### config.mk
export PLATFORM = sky130hd
export DESIGN_NAME = debug_hex_display
export DESIGN_NICKNAME = d
export VERILOG_FILES = /design/src/rtl/debug_hex_display.sv
export SDC_FILE = /design/constraint.sdc
export NUM_CORES = 1
export LEC_CHECK = 0
export CAP_MARGIN = 20
export CORE_ASPECT_RATIO = 0.7
export CORE_UTILIZATION = 38
export CTS_CLUSTER_SIZE = 14
export DETAILED_ROUTE_END_ITERATION = 12
export SYNTH_ARGS = -nofsm -noshare
export SYNTH_HDL_FRONTEND = slang
export SYNTH_SLANG_ARGS = --single-unit
### constraint.sdc
create_clock -name clk -period 4.3 [get_ports clk]
set_input_delay 0.86 -clock clk [delete_from_list [all_inputs] [get_ports clk]]
set_output_delay 0.86 -clock clk [all_outputs]
set_load 0.05 [all_outputs]
### src/rtl/debug_hex_display.sv
// Multi-channel hex debug display with live, capture and auto-scroll views; ch_data->seg_out 2 cycles.
// No backpressure: every channel is sampled or strobed unconditionally each cycle.
module debug_hex_display #(
  parameter int CHANNELS       = 4,
  parameter int DIGITS         = 4,
  parameter int AUTO_PERIOD    = 25_000_000,
  parameter bit BLANK_LZ       = 1'b1,
  parameter bit SEG_ACTIVE_LOW = 1'b1,
  localparam int SW            = (CHANNELS > 1) ? $clog2(CHANNELS) : 1
) (
  input  logic                       clk,
  input  logic                       rst,
  input  logic [CHANNELS*DIGITS*4-1:0] ch_data,
  input  logic [CHANNELS-1:0]        ch_valid,
  input  logic [1:0]                 mode,
  input  logic [SW-1:0]              sel,
  input  logic                       freeze,
  output logic [DIGITS*7-1:0]        seg_out,
  output logic [SW-1:0]              ch_idx,
  output logic [7:0]                 hit_cnt
);

  localparam int W  = DIGITS * 4;
  localparam int CW = $clog2(AUTO_PERIOD);
  localparam logic [1:0] M_LIVE = 2'b00;
  localparam logic [1:0] M_CAP  = 2'b01;
  localparam logic [1:0] M_AUTO = 2'b10;
  localparam logic [6:0] SEG_ZERO = SEG_ACTIVE_LOW ? 7'b1000000 : 7'b0111111;
  localparam logic [6:0] SEG_OFF  = SEG_ACTIVE_LOW ? 7'b1111111 : 7'b0000000;

  logic [W-1:0]        cap  [CHANNELS];
  logic [7:0]          hits [CHANNELS];
  logic [CW-1:0]       scroll_cnt;
  logic [1:0]          mode_eff;
  logic [1:0]          mode_q;
  logic [SW-1:0]       sel_ok;
  logic [W-1:0]        disp;
  logic [7:0]          disp_hits;
  logic [DIGITS*7-1:0] seg_nxt;
  logic                nz;
  logic [3:0]          nib;
  logic [6:0]          pat;

  function automatic logic [6:0] hex7(input logic [3:0] v);
    case (v)
      4'h0: hex7 = 7'b0111111;
      4'h1: hex7 = 7'b0000110;
      4'h2: hex7 = 7'b1011011;
      4'h3: hex7 = 7'b1001111;
      4'h4: hex7 = 7'b1100110;
      4'h5: hex7 = 7'b1101101;
      4'h6: hex7 = 7'b1111101;
      4'h7: hex7 = 7'b0000111;
      4'h8: hex7 = 7'b1111111;
      4'h9: hex7 = 7'b1101111;
      4'hA: hex7 = 7'b1110111;
      4'hB: hex7 = 7'b1111100;
      4'hC: hex7 = 7'b0111001;
      4'hD: hex7 = 7'b1011110;
      4'hE: hex7 = 7'b1111001;
      default: hex7 = 7'b1110001;
    endcase
  endfunction

  assign mode_eff = (mode == 2'b11) ? M_LIVE : mode;
  assign sel_ok   = (32'(sel) < CHANNELS) ? sel : '0;

  // Capture/count decisions use the registered mode so a strobe arriving with a mode change obeys the old mode.
  always_ff @(posedge clk) begin
    if (!rst) begin
      for (int k = 0; k < CHANNELS; k++) begin
        cap[k]  <= '0;
        hits[k] <= '0;
      end
    end else if (!freeze) begin
      for (int k = 0; k < CHANNELS; k++) begin
        if (mode_q != M_CAP || ch_valid[k])
          cap[k] <= ch_data[k*W +: W];
        if (ch_valid[k] && hits[k] != 8'hFF)
          hits[k] <= hits[k] + 8'd1;
      end
    end
  end

  always_ff @(posedge clk) begin
    if (!rst) begin
      mode_q     <= M_LIVE;
      scroll_cnt <= '0;
      ch_idx     <= '0;
    end else begin
      mode_q <= mode_eff;
      if (mode_eff != M_AUTO || mode_q != M_AUTO) begin
        scroll_cnt <= '0;
        ch_idx     <= sel_ok;
      end else if (scroll_cnt == CW'(AUTO_PERIOD - 1)) begin
        scroll_cnt <= '0;
        ch_idx     <= (ch_idx == SW'(CHANNELS - 1)) ? '0 : ch_idx + SW'(1);
      end else begin
        scroll_cnt <= scroll_cnt + CW'(1);
      end
    end
  end

  always_comb begin
    disp      = '0;
    disp_hits = '0;
    for (int k = 0; k < CHANNELS; k++) begin
      if (ch_idx == SW'(k)) begin
        disp      = cap[k];
        disp_hits = hits[k];
      end
    end
  end

  // Walk from the top digit down; nz marks that a nonzero digit has been seen.
  always_comb begin
    seg_nxt = '0;
    nz      = 1'b0;
    nib     = '0;
    pat     = '0;
    for (int d = DIGITS - 1; d >= 0; d--) begin
      nib = disp[d*4 +: 4];
      if (nib != 4'h0)
        nz = 1'b1;
      pat = hex7(nib);
      if (BLANK_LZ && !nz && d != 0)
        pat = 7'b0000000;
      seg_nxt[d*7 +: 7] = SEG_ACTIVE_LOW ? ~pat : pat;
    end
  end

  always_ff @(posedge clk) begin
    if (!rst) begin
      hit_cnt <= '0;
      for (int d = 0; d < DIGITS; d++)
        seg_out[d*7 +: 7] <= (d == 0 || !BLANK_LZ) ? SEG_ZERO : SEG_OFF;
    end else begin
      hit_cnt <= disp_hits;
      seg_out <= seg_nxt;
    end
  end

endmodule

==> results.md <==
Place:
- In this run the tool buffered the top-level ports with 112 buffer cells.
- Counting tap cells, the placed design contains a total of 1,124 instances.
- In this run the cell area measured after placement is roughly 0.0094 sq mm.
- The half-perimeter wire length of the detailed placement result is about 14,000 um.
- Routability-driven placement finished with a final weighted congestion of 0.848.

Worst setup path:
- For the worst setup path, the data required time is approximately 4.6 ns.
- STA classifies the critical path startpoint as a register.
- Along the worst path, the maximum fanout reaches 16.
- The data arrival time of the critical path is between 3 and 4 ns.
- The path type of the worst setup path is reg2reg.
- The nature of the critical path endpoint is a register.

Final layout:
- The antenna cell count is 0.
- After the flow finishes, the layout carries non-filler instances totaling 1,157.
- The relative area change from synthesis to final layout is 25.6%.
- The post-route netlist has between 8 and 9% of its cells at a drive strength greater than 1.
- The count of nets after finishing is between 900 and 1,000.
- After filler insertion, the fill cell instance count of the layout stands at 1,855.
- Once layout is done, the placed cells without fillers occupy 0.00994 sq mm.

Timing:
- The worst path needs approximately 3.4 ns of the cycle, external delays included.
- The final-report hold violation count came to 0.
- The number of max-slew violations in the final report is 0.
- For the final routed database, the setup TNS stands at 0 ns.
- The ratio of final minimum period to clock period is approximately 78%.
- Headroom to the max-slew limit came out at 29.9%.
- For the pin with the worst max-slew slack, the measured transition is between 1 and 1.5 ns.
- For this run, the top clock speed supported by timing is 298 MHz.
- The minimum hold slack is 0.486 ns.
- Setup repair after global routing left no endpoint under its margin.
- The clock tree skew after final layout is 0.00717 ns.
- The final-report setup violation count is 0.

Logic synthesis:
- Averaged over all synthesized cells, the footprint is 10.4 sq um.
- Synthesis produced a netlist whose cell count is between 700 and 800.
- In this run the cell area of the synthesized design comes to 0.00792 sq mm.
- By count the netlist is led by 98 x sky130_fd_sc_hd__nor2_1, 96 x sky130_fd_sc_hd__edfxtp_1, 67 x sky130_fd_sc_hd__and2_1.
- The number of enable flip-flop cells after synthesis is 96.
- The number of warnings printed during yosys synthesis is 0.
- By area the synthesized netlist is led by sky130_fd_sc_hd__edfxtp_1 36%, sky130_fd_sc_hd__dfxtp_1 16%, sky130_fd_sc_hd__and2_1 5.3%, sky130_fd_sc_hd__ha_1 5.1%, sky130_fd_sc_hd__nor2_1 4.6%.
- The post-synthesis net count is 865.
- The biggest area consumer among synthesized cells is sky130_fd_sc_hd__edfxtp_1.
- The async set-reset flop share out of synthesis is 0%.
- In the post-synthesis netlist, the cell with the most instances is sky130_fd_sc_hd__nor2_1.
- Summed over its instances, the top area cell type makes up between 30% and 40% of the synthesized netlist area.
- The most used flip-flop cell after synthesis is sky130_fd_sc_hd__edfxtp_1.
- The share of synthesized area occupied by flip-flops and latches is 52.8%.
- In this run, synthesis produced a sequential element count of 161.
- The count of different cell masters after synthesis is 55.

Power and ir drop:
- The internal power of the cells totals 2910 uW.
- The static leakage is around 0.0037 uW.
- Registers are responsible for 44.2% of the overall power.
- For this design the ratio of total power to cell area is around 410 mW/mm^2.
- The net switching share of the total power is 28.5%.
- The net switching component of the power is 1160 uW.
- Combinational logic is responsible for 19.8% of the overall power.
- The share of total power dissipated in the clock network is 36.0%.
- The maximum VDD drop is 0.000272 V.

Job:
- Across the run, the number of max-cap violations was 0.

Global route:
- The first global-routing pass estimated 31,000 um of wire.
- The via count of the first global-routing pass came to about 5,600.
- Entering global routing, the biggest net connects 26 pins.
- The initial antenna violation count is 0.
- The total congestion overflow is 0.
- The total global routing track utilization is 19.1%.

Floorplan:
- The starting utilization of the core area is 39.4%.
- The placement row count is 43.
- The die width is 175 um.
- The floorplan die area is 0.0214 sq mm.
- The I/O pin total is 113.
- The core region is 0.0201 sq mm.
- Measured along the y axis, the die boundary spans about 120 um.

CTS:
- The TritonCTS clock tree is built.
- In this run, CTS created clock tree buffers numbering 17.
- The count of clock tree sinks is 161.
- The longest clock path from root to sink contains 2 buffers.
- CTS placed an instance of sky130_fd_sc_hd__clkbuf_16 at the clock tree root.
- After clock tree synthesis, the clock-pin slew on the worst setup and hold paths is 0.06 ns.
- The total of cells resized after clock tree synthesis is 0.
- The later-pin clock latency in the skew report is between 0.4 and 0.5 ns.
- In this run, post-CTS hold repair placed 0 buffers.
- The H-tree depth is 4.
- The number of setup buffers added after CTS is 0.

Detailed routing:
- The number of search-and-repair iterations in the first detailed-routing pass is 5.
- The remaining antenna violation count after routing is 0.
- Wires add up to between 15,000 and 20,000 um.
- The post-detailed-route via-to-cell ratio is between 5 and 6.
- In the final routed layout, each cell accounts on average for 16.7 um.
- The DRC marker count from the first detailed-route iteration is 509.
- The residual DRC count is 0.
- The via total after detailed routing is around 5,800.

Run status:
- The flow ran to the end, and the final reports show no timing, DRC or antenna violations.

Hold path:
- The min-delay analysis places its worst path in the category reg2reg.
[layout make-up]
class | instances | area, sq um | area share [%]
well taps | 270 | 338 | 3.40
flip-flops and latches | 161 | 4180 | 42.1
clock inverters | 9 | 68.8 | 0.692
repair buffers | 134 | 1280 | 12.9
clock buffers | 23 | 510 | 5.13
multi-input cells | 535 | 3460 | 34.8
inverters | 25 | 96.3 | 0.969
[worst paths after layout]
check	from	to	slack [ns]	cells past startpoint
worst max register to register	ch_idx[1]	seg_out[10]	0.95	10
worst min-delay path	scroll_cnt[0]	scroll_cnt[0]	0.49	1
worst max-delay path	ch_idx[1]	seg_out[10]	0.95	10
worst min register to register	scroll_cnt[0]	scroll_cnt[0]	0.49	1
[critical path, stage by stage, from the launching register on]
cell	delay [ns]
sky130_fd_sc_hd__dfxtp_1	0.41
sky130_fd_sc_hd__inv_1	0.09
sky130_fd_sc_hd__ha_1	0.39
sky130_fd_sc_hd__nor2b_4	0.44
sky130_fd_sc_hd__a221oi_1	0.17
sky130_fd_sc_hd__o31ai_1	0.53
sky130_fd_sc_hd__inv_1	0.22
sky130_fd_sc_hd__ha_1	0.27
sky130_fd_sc_hd__nand4_1	0.19
sky130_fd_sc_hd__o41ai_4	0.15
sky130_fd_sc_hd__or3_1	0.39
[through the flow]
step | power [uW] | utilization [%] | setup WS, ns
floorplan | 2350 | - | 1.08
global placement | 2630 | 46.5 | 1.09
detailed placement | 2640 | 46.5 | 0.988
CTS | 4110 | 49.4 | 0.969
global route | 4250 | 49.4 | 0.702
finish | 4070 | 49.4 | 0.949
[cells by family (layout without fill, tap and decap cells)]
family	after synthesis	after routing	share of synthesized area, %
DFF	161	161	52.8
adders and majority gates	32	32	5.06
and+or+nand+nor	315	315	20.1
xor gates and xnor gates	48	48	5.31
buffers and inverters	62	191	3.44
muxes	18	18	2.37
AOI/OAI and AO/OA	122	122	10.9
[layout by cell type (no fill, tap or decap), drive strengths merged, types with 3 or more instances in the layout]
cell type / Yosys / routed
clkdlybuf4s50: 0 / 112
a221oi: 8 / 8
clkinv: 1 / 7
a31oi: 4 / 4
nor2b: 8 / 8
o211ai: 11 / 11
o221ai: 9 / 9
a221o: 9 / 9
nand2b: 10 / 10
nand2: 41 / 41
buf: 11 / 21
xnor2: 20 / 20
inv: 24 / 27
or2: 9 / 9
ha: 32 / 32
nand3: 38 / 38
nor4: 5 / 5
nor2: 98 / 98
nor3: 10 / 10
a22oi: 6 / 6
nand3b: 5 / 5
mux2i: 12 / 12
dfxtp: 65 / 65
clkbuf: 26 / 24
a21oi: 30 / 30
or3: 5 / 5
a211oi: 3 / 3
mux2: 6 / 6
xor2: 28 / 28
edfxtp: 96 / 96
nand4: 5 / 5
and3: 10 / 10
and2: 67 / 67
o22ai: 5 / 5
o21ai: 22 / 22
[registers in the layout, summed over array words and instances, names as in the netlist]
name / flops
cap: 64
hits: 32
seg_out: 28
scroll_cnt: 25
hit_cnt: 8
ch_idx: 2
mode_q: 2
[routing by layer]
layer	routed length, um	GRT usage, %	vias up
met5	0	0	-
met4	169	4.89	0
met3	1010	4.96	12
met2	7980	27.0	150
met1	10200	28.6	2732
li1	-	-	2920
[power by group through the flow]
| stage | sequential (uW) | combinational [uW] | clock [uW] |
|---|---|---|---|
| final | 1800 | 805 | 1470 |
| after global routing | 1810 | 869 | 1570 |
| after CTS | 1800 | 805 | 1500 |
| after detailed placement | 1830 | 800 | 0 |
| after global placement | 1840 | 799 | 0 |
| after floorplan | 1990 | 355 | 0 |
(Power assumes the default switching activity.)
